--- config.mk ---
export PLATFORM = sky130hd
export DESIGN_NAME = key_event_gen
export DESIGN_NICKNAME = d
export VERILOG_FILES = /design/src/rtl/key_event_gen.sv
export SDC_FILE = /design/constraint.sdc
export NUM_CORES = 1
export LEC_CHECK = 0
export CAP_MARGIN = 20
export CORE_MARGIN = 3
export CORE_UTILIZATION = 57
export DETAILED_ROUTE_END_ITERATION = 6
export GPL_TIMING_DRIVEN = 0
export PLACE_DENSITY = 0.81
export SYNTH_ARGS = -nofsm -noshare
export SYNTH_HDL_FRONTEND = slang
export SYNTH_SLANG_ARGS = --single-unit
export TNS_END_PERCENT = 100
--- constraint.sdc ---
create_clock -name clk -period 2.55 [get_ports clk]
set_input_delay 0.765 -clock clk [delete_from_list [all_inputs] [get_ports clk]]
set_output_delay 0.765 -clock clk [all_outputs]
set_load 0.03 [all_outputs]
--- src/rtl/key_event_gen.sv ---
// rtl/key_event_gen.sv - debounced push-button event source with press/release/repeat strobes
module key_event_gen #(
    parameter int DEBOUNCE_CYCLES = 4,
    parameter int REPEAT_DELAY    = 0,
    parameter int REPEAT_PERIOD   = 1,
    parameter int CNT_WIDTH       = 24,
    parameter int COUNT_WIDTH     = 8
) (
    input  logic                   clk,
    input  logic                   rst,
    input  logic                   key,
    output logic                   pressed,
    output logic                   press,
    output logic                   release_stb,
    output logic                   repeat_stb,
    output logic [COUNT_WIDTH-1:0] event_count
);

    typedef enum logic [1:0] {
        IDLE,
        PRESS_WAIT,
        HELD,
        RELEASE_WAIT
    } state_t;

    localparam logic [CNT_WIDTH-1:0] DEB_LAST = CNT_WIDTH'(DEBOUNCE_CYCLES - 1);
    localparam logic [CNT_WIDTH-1:0] DELAY_C  = CNT_WIDTH'(REPEAT_DELAY);
    localparam logic [CNT_WIDTH-1:0] PERIOD_C = CNT_WIDTH'(REPEAT_PERIOD);
    localparam logic [CNT_WIDTH-1:0] ONE      = CNT_WIDTH'(1);

    state_t                 state, state_n;
    logic                   key_m, key_s;
    logic [CNT_WIDTH-1:0]   dcnt, dcnt_n;
    logic [CNT_WIDTH-1:0]   rcnt, rcnt_n, rcnt_inc, rlimit;
    logic                   rep_started, rep_started_n;
    logic                   press_n, release_n, repeat_n;

    assign rcnt_inc = rcnt + ONE;
    // rcnt restarts from zero after every repeat, so only the limit changes
    assign rlimit   = rep_started ? PERIOD_C : DELAY_C;
    assign pressed  = (state == HELD) || (state == RELEASE_WAIT);

    always_comb begin
        state_n       = state;
        dcnt_n        = dcnt;
        rcnt_n        = rcnt;
        rep_started_n = rep_started;
        press_n       = 1'b0;
        release_n     = 1'b0;
        repeat_n      = 1'b0;
        case (state)
            IDLE: begin
                if (!key_s) begin
                    state_n = PRESS_WAIT;
                    dcnt_n  = '0;
                end
            end
            PRESS_WAIT: begin
                if (key_s) begin
                    state_n = IDLE;
                end else if (dcnt == DEB_LAST) begin
                    state_n       = HELD;
                    press_n       = 1'b1;
                    rcnt_n        = '0;
                    rep_started_n = 1'b0;
                end else begin
                    dcnt_n = dcnt + ONE;
                end
            end
            HELD: begin
                if (key_s) begin
                    state_n = RELEASE_WAIT;
                    dcnt_n  = '0;
                end else if (REPEAT_DELAY != 0) begin
                    if (rcnt_inc == rlimit) begin
                        repeat_n      = 1'b1;
                        rcnt_n        = '0;
                        rep_started_n = 1'b1;
                    end else begin
                        rcnt_n = rcnt_inc;
                    end
                end
            end
            RELEASE_WAIT: begin
                if (!key_s) begin
                    state_n = HELD;
                end else if (dcnt == DEB_LAST) begin
                    state_n   = IDLE;
                    release_n = 1'b1;
                end else begin
                    dcnt_n = dcnt + ONE;
                end
            end
            default: state_n = IDLE;
        endcase
    end

    always_ff @(posedge clk) begin
        if (rst) begin
            key_m       <= 1'b1;
            key_s       <= 1'b1;
            state       <= IDLE;
            dcnt        <= '0;
            rcnt        <= '0;
            rep_started <= 1'b0;
            press       <= 1'b0;
            release_stb <= 1'b0;
            repeat_stb  <= 1'b0;
            event_count <= '0;
        end else begin
            key_m       <= key;
            key_s       <= key_m;
            state       <= state_n;
            dcnt        <= dcnt_n;
            rcnt        <= rcnt_n;
            rep_started <= rep_started_n;
            press       <= press_n;
            release_stb <= release_n;
            repeat_stb  <= repeat_n;
            if (press_n || repeat_n)
                event_count <= event_count + COUNT_WIDTH'(1);
        end
    end

endmodule

==> results by group, run 1 <==
Global route
  • Antenna violations before repair: 0
  • GRT Total Usage: 23.1%
  • Grt ovf: 0
  • Vias in the first global route: 1659
  • First-pass GRT wire length: 7630 um
  • Largest net degree at the start of global routing: 14

Clock tree
  • Postcts setup bufs: 0
  • Clk buf depth: 2
  • H-tree level count: 2
  • Sink Count: 38
  • Clock Latency Late Sink: 0.35 ns
  • CTS clock-pin slew for the worst setup and hold paths: 0.13 ns
  • Root buffer cell: clkbuf_4
  • TritonCTS clock tree: done
  • Number of buffers created by CTS: 5
  • # hold bufs at CTS: 0

Floorplanning
  • Placeable Area: 3180 sq um
  • Area of the die: 4230 sq um
  • Rows: 20
  • IO Pins: 15
  • Starting Density: 62.4%
  • Die height: 65.0 um
  • Die W: 65.0 um

Worst setup path
  • Crit Path Class: reg -> reg
  • Reg-to-reg endpoint: event_count[6]
  • Critical Path End: event_count[6]
  • Critical path depth: 8
  • Buffers & Inverters on Critical Path: 2
  • CP Max Fanout: 10
  • Arrival time worst endpoint: 2.69 ns
  • Delay-heaviest family, CP: simple AND/OR/NAND/NOR gates
  • Worst reg-to-reg setup slack: 0.12 ns
  • CP Launch Type: flop
  • Slowest Stage Delay on Critical Path: 0.43 ns
  • Worst EP required: 2.80 ns
  • Critical path endpoint category: flop
  • Crit path cell chain: ha_1 -> buf_2 -> nor4b_2 -> nand4_1 -> buf_2 -> nor3_2 -> nand3_1 -> mux2_1
  • Reg2reg start: dcnt[0]
  • Slowest-stage cell, CP: dfxtp_2
  • Worst reg2reg path depth: 8
  • Worst setup path start: dcnt[0]
  • Most used cell, CP: buf_2

Finish
  • Nets: 258
  • Fin area: 2260 sq um
  • Ant. Diodes: 0
  • Filler Cell Count: 249
  • Share of cells above drive strength 1: 13.8%
  • Final core utilization: 71.1%
  • Area Growth Syn to Fin: 13.9%

Power and ir drop
  • Switching Fraction: 22.8%
  • Combinational power share: 3.4%
  • Pwr Density: 466 nW/um^2
  • Worst IR Drop VDD: 0.000546 V
  • Net Switching: 0.000240 W
  • Sequential share of power: 56.7%
  • Clk network pwr share: 39.9%
  • Cell Int Power: 0.000813 W
  • Static leakage: 0.791 nW
  • Final total power: 0.00105 W

Placement
  • Hpwl dp: 3150 um
  • Placement Setup Slack: -0.0681 ns
  • Gpl congestion: 0.840
  • Placed Area: 2160 sq um
  • PortBufs: 12

Timing
  • Final Hold Fails: 0
  • Setup TNS Final: 0 ns
  • Tmin final: 2.43 ns
  • Clock skew: 0.0152 ns
  • Final slew viol count: 0
  • Unrepaired setup endpoints after global routing: yes
  • Final setup viols: 0
  • Crit share post-route: 95.4%
  • Peak Freq: 411 MHz
  • Post-route worst setup slack: 0.116 ns

Routing
  • Vias: 1761
  • DRT antenna net count: 0
  • Total Routed Length: 4420 um
  • Average wire per standard cell: 14.8 um
  • Pre-antenna DRT Iters: 5
  • DRC: 0
  • 1st-iter DRT viols: 127
  • Post-DR vias/cell: 5.91

Yosys
  • EDFF count, synth: 0
  • Synth warn: 0
  • Mean area per synthesized cell: 8.48 sq um
  • Synth Area in Compound Gates: 17.2%
  • FF+latch count, synth: 38
  • Multiplexer area fraction after synthesis: 2.65%
  • Synth Cell Area: 1980 sq um
  • Primary FF master, synth: dfxtp_1
  • Cells after Synth: 234
  • Seq/Total Area, Yosys: 38.3%
  • Top cell type's share of synthesized area: 38.3%
  • Post-synth top cells: 38 x dfxtp_1, 19 x nand3_1, 18 x a21oi_1, 18 x nand2_1, 16 x nor2_1
  • Largest family of logic cells by synthesized area: simple AND/OR/NAND/NOR gates
  • Count leader, synth: dfxtp_1
  • Adder-Cell Fraction of Synth Area: 1.26%
  • Synth Area in Simple Gates: 31.3%
  • Area leader, netlist: dfxtp_1
  • Post-synthesis cell type count: 49
  • XOR/XNOR Fraction of Synth Area: 3.97%
  • Syn nets: 239
  • Top cells by area, synth: dfxtp_1 38%, nand3_1 4.8%, a21oi_1 4.5%
  • Async set-or-reset flop fraction in the synthesized netlist: 0%

Outcome
  • Status: completed

Run
  • Max-cap violation count: 0

Worst hold path
  • Worst hold path class: reg -> reg
-- cells in the final DEF (no fill, tap or decap), drive strengths merged, types with 2 or more instances in the layout --
cell	synthesis	routed
inv	9	9
nand4	13	13
clkbuf	5	11
mux2i	3	3
dfxtp	38	38
nand2	19	19
or4	3	3
o21bai	2	2
xnor2	6	6
or2	2	2
nor2	17	17
a31oi	5	5
nor3b	2	2
o21ai	15	15
nor2b	2	2
clkdlybuf4s50	0	12
mux2	2	2
clkinvlp	0	2
ha	2	2
a21oi	18	18
a2bb2oi	3	3
nor3	5	5
o21ba	2	2
xor2	3	3
nand3	19	19
a21o	2	2
nor4	8	8
o211ai	2	2
buf	9	8
or3	5	5
and3	4	4
-- layout make-up --
cell class                 count  area, sq um  share of cell area [%]
clock buffer                   5         37.5                    1.66
sequential                    38          762                    33.7
clock inverter                 3         45.0                    1.99
inverter                       9         33.8                    1.50
buffer                        14         71.3                    3.16
tap                           44         55.1                    2.44
multi-input combinational    173         1130                    50.2
timing repair buffer          12          120                    5.32
-- routing by layer --
| metal | GRT usage (%) | up-vias | share of wire [%] | wire length, um |
|---|---|---|---|---|
| met5 | 0 | - | 0 | 0 |
| met4 | 8.71 | 0 | 1.4 | 62 |
| met3 | 5.55 | 8 | 5.3 | 235 |
| met2 | 35.6 | 39 | 46 | 2040 |
| met1 | 31.2 | 822 | 47 | 2080 |
| li1 | - | 892 | - | - |
-- worst min-delay path by stage --
stage / start / to / slack [ns] / depth (start not counted)
global placement: key_m / key_s / 0.39 / 1
finish: key_m / key_s / 0.42 / 1
detailed placement: key_m / key_s / 0.39 / 1
floorplan: key_m / key_s / 0.39 / 1
global route: key_m / key_s / 0.45 / 1
CTS: key_m / key_s / 0.42 / 1
-- cell families (layout without fill, tap and decap cells) --
family	Yosys count	after routing
XOR/XNOR	9	9
buffers and inverters	23	43
multiplexers	5	5
AO/OA/AOI/OAI	54	54
adder cells (fa/ha/maj)	2	2
other	1	1
AND/OR/NAND/NOR	102	102
flip-flops	38	38
-- registers in the layout, indices dropped and copies added (netlist names), named ones only --
name and count:
dcnt 24, release_stb 1, event_count 8, key_m 1, state 1, key_s 1
press 1
-- what timing repair did --
| item | 4_1_cts | 5_1_grt |
|---|---|---|
| setup endpoints to repair | 11 | 17 |
| endpoints found under the hold margin | 0 | 0 |
| resized for setup | 1 | 3 |
-- power groups by stage --
stage	logic, W	clock network [W]	registers [W]
3_5_place_dp	0.0000355	0	0.000610
3_3_place_gp	0.0000346	0	0.000610
4_1_cts	0.0000356	0.000425	0.000597
6_report	0.0000360	0.000420	0.000597
5_1_grt	0.0000408	0.000453	0.000598
2_1_floorplan	0.0000265	0	0.000610
-- stage by stage --
stage | hold WS (ns) | std cells
5_1_grt | 0.448 | 298
2_1_floorplan | 0.389 | 234
3_3_place_gp | 0.392 | 290
4_1_cts | 0.424 | 298
3_5_place_dp | 0.394 | 290
6_report | 0.423 | 298
Note: power is estimated with default switching activity, not from simulation.
==> inputs of run 2 (changes only) <==
--- a/config.mk
+++ b/config.mk
@@ -7,10 +7,12 @@
 export LEC_CHECK = 0
 export CAP_MARGIN = 20
 export CORE_MARGIN = 3
-export CORE_UTILIZATION = 57
+export CORE_UTILIZATION = 62
 export DETAILED_ROUTE_END_ITERATION = 6
+export DONT_BUFFER_PORTS = 1
 export GPL_TIMING_DRIVEN = 0
 export PLACE_DENSITY = 0.81
+export SKIP_CTS_REPAIR_TIMING = 1
 export SYNTH_ARGS = -nofsm -noshare
 export SYNTH_HDL_FRONTEND = slang
 export SYNTH_SLANG_ARGS = --single-unit
==> results by group, run 2 (same netlist as run 1, synthesis figures left out) <==
Outcome
  • Status: completed

Worst hold path
  • WHS Path Cells: 1
  • Hold endpoint: key_s
  • Worst hold path class: reg -> reg
  • Min-delay src: key_m

Clock tree
  • TritonCTS clock tree: done
  • Clk buf depth: 2
  • Sink Count: 38
  • CTS clock-pin slew for the worst setup and hold paths: 0.11 ns
  • Clock Latency Late Sink: 0.35 ns
  • Number of buffers created by CTS: 5
  • H-tree level count: 2
  • Root buffer cell: clkbuf_4

Timing
  • Setup TNS Final: 0 ns
  • Final hold slack: 0.432 ns
  • Tmin final: 2.41 ns
  • Peak Freq: 415 MHz
  • Final Hold Fails: 0
  • Post-route worst setup slack: 0.141 ns
  • Unrepaired setup endpoints after global routing: no
  • Max_slew headroom: 61.6%
  • Crit share post-route: 94.5%
  • Clock skew: 0.00807 ns
  • Final slew viol count: 0
  • Final setup viols: 0
  • Slew @ Worst Pin: 0.575 ns

Placement
  • PortBufs: 0
  • Placement Setup Slack: 0.0607 ns
  • Hpwl dp: 3100 um
  • Gpl congestion: 0.851

Finish
  • Filler Cell Count: 225
  • Ant. Diodes: 0
  • Multi-input gate area in the final layout: 1130 sq um
  • Share of cells above drive strength 1: 13.2%
  • Most common cell after layout, fill and taps aside: dfxtp_1
  • Top Registers: dcnt x24, event_count x8
  • Most frequent cells in the layout: 37 x dfxtp_1, 19 x nand3_1, 18 x nand2_1, 18 x a21oi_1, 16 x nor2_1
  • Nets: 246
  • Sequential cell area: 762 sq um
  • Area Growth Syn to Fin: 7.12%
  • Largest register FFs: 24
  • Most flops, register: dcnt

Routing
  • DRC: 0
  • 1st-iter DRT viols: 96
  • Vias: 1801
  • Pre-antenna DRT Iters: 5
  • Average wire per standard cell: 15.3 um
  • DRT antenna net count: 0
  • Total Routed Length: 4340 um
  • Post-DR vias/cell: 6.34

Worst setup path
  • Crit path cell chain: ha_1 -> buf_2 -> nor4b_1 -> nand4_1 -> o32ai_2 -> buf_4 -> a21oi_1 -> mux2i_1
  • Buffers & Inverters on Critical Path: 2
  • Critical path endpoint category: flop
  • Worst reg2reg path depth: 8
  • Slowest Stage Delay on Critical Path: 0.60 ns
  • CP Launch Type: flop
  • Arrival time worst endpoint: 2.69 ns
  • Reg-to-reg endpoint: dcnt[17]
  • Worst reg-to-reg setup slack: 0.14 ns
  • Delay-heaviest family, CP: compound AO/OA/AOI/OAI gates
  • Crit Path Class: reg -> reg
  • Reg2reg start: dcnt[1]
  • CP Max Fanout: 10
  • Slowest-stage cell, CP: o32ai_2
  • Worst EP required: 2.83 ns

Power and ir drop
  • Pwr Density: 486 nW/um^2
  • Worst IR Drop VDD: 0.000343 V
  • Static leakage: 0.751 nW

Floorplanning
  • Placeable Area: 2900 sq um
  • Area of the die: 3920 sq um
  • IO Pins: 15
  • Starting Density: 68.4%
  • Die height: 62.6 um
  • Die W: 62.6 um
  • Rows: 19

Run
  • Max-cap violation count: 0

Global route
  • Antenna violations before repair: 0
  • GRT Total Usage: 23.4%
  • First-pass GRT wire length: 7510 um
  • Grt ovf: 0
  • Vias in the first global route: 1716
  • Largest net degree at the start of global routing: 12
run 2: per-stage QoR:
stage	std cells	power, W	utilization (%)	cell area, sq um
CTS	284	0.00104	72.8	2110
floorplan	234	0.000636	-	1980
detailed placement	276	0.000644	70.2	2040
global route	284	0.00107	73.3	2130
finish	284	0.00103	73.3	2130
global placement	276	0.000643	70.2	2040
run 2: worst reg2reg max path: stages, from the launching register on:
cell	delay [ns]
dfxtp_1	0.42
ha_1	0.17
buf_2	0.18
nor4b_1	0.25
nand4_1	0.24
o32ai_2	0.60
buf_4	0.28
a21oi_1	0.06
mux2i_1	0.15
run 2: worst max-delay path by stage:
stage | from | to | slack (ns) | depth (start not counted)
4_1_cts | dcnt[0] | dcnt[15] | 0.04 | 9
2_1_floorplan | dcnt[0] | event_count[6] | 0.50 | 8
3_5_place_dp | dcnt[0] | dcnt[15] | 0.06 | 9
3_3_place_gp | dcnt[0] | dcnt[15] | 0.06 | 9
5_1_grt | dcnt[1] | dcnt[15] | 0.009 | 9
6_report | dcnt[1] | dcnt[17] | 0.14 | 8
run 2: report_power, final:
group          leakage [nW]  switching, W  internal, W   total, W
logic                 0.405     0.0000245    0.0000107  0.0000352
clock network        0.0395      0.000192     0.000208   0.000400
registers             0.307    0.00000146     0.000595   0.000597
total                 0.751      0.000218     0.000814    0.00103
run 2: layout make-up:
type	count	area share, %
multi-input cells	173	53.1
clock inverters	1	1.41
well taps	42	2.47
clock buffers	7	2.12
flip-flops and latches	38	35.8
plain buffers	14	3.47
inverters	9	1.59
run 2: routing by layer:
| layer | vias to the layer above | global-route usage (%) | wire, um |
|---|---|---|---|
| met5 | - | 0 | 0 |
| met4 | 0 | 10.5 | 66 |
| met3 | 10 | 4.32 | 308 |
| met2 | 68 | 39.4 | 2100 |
| met1 | 854 | 29.0 | 1860 |
| li1 | 869 | - | - |
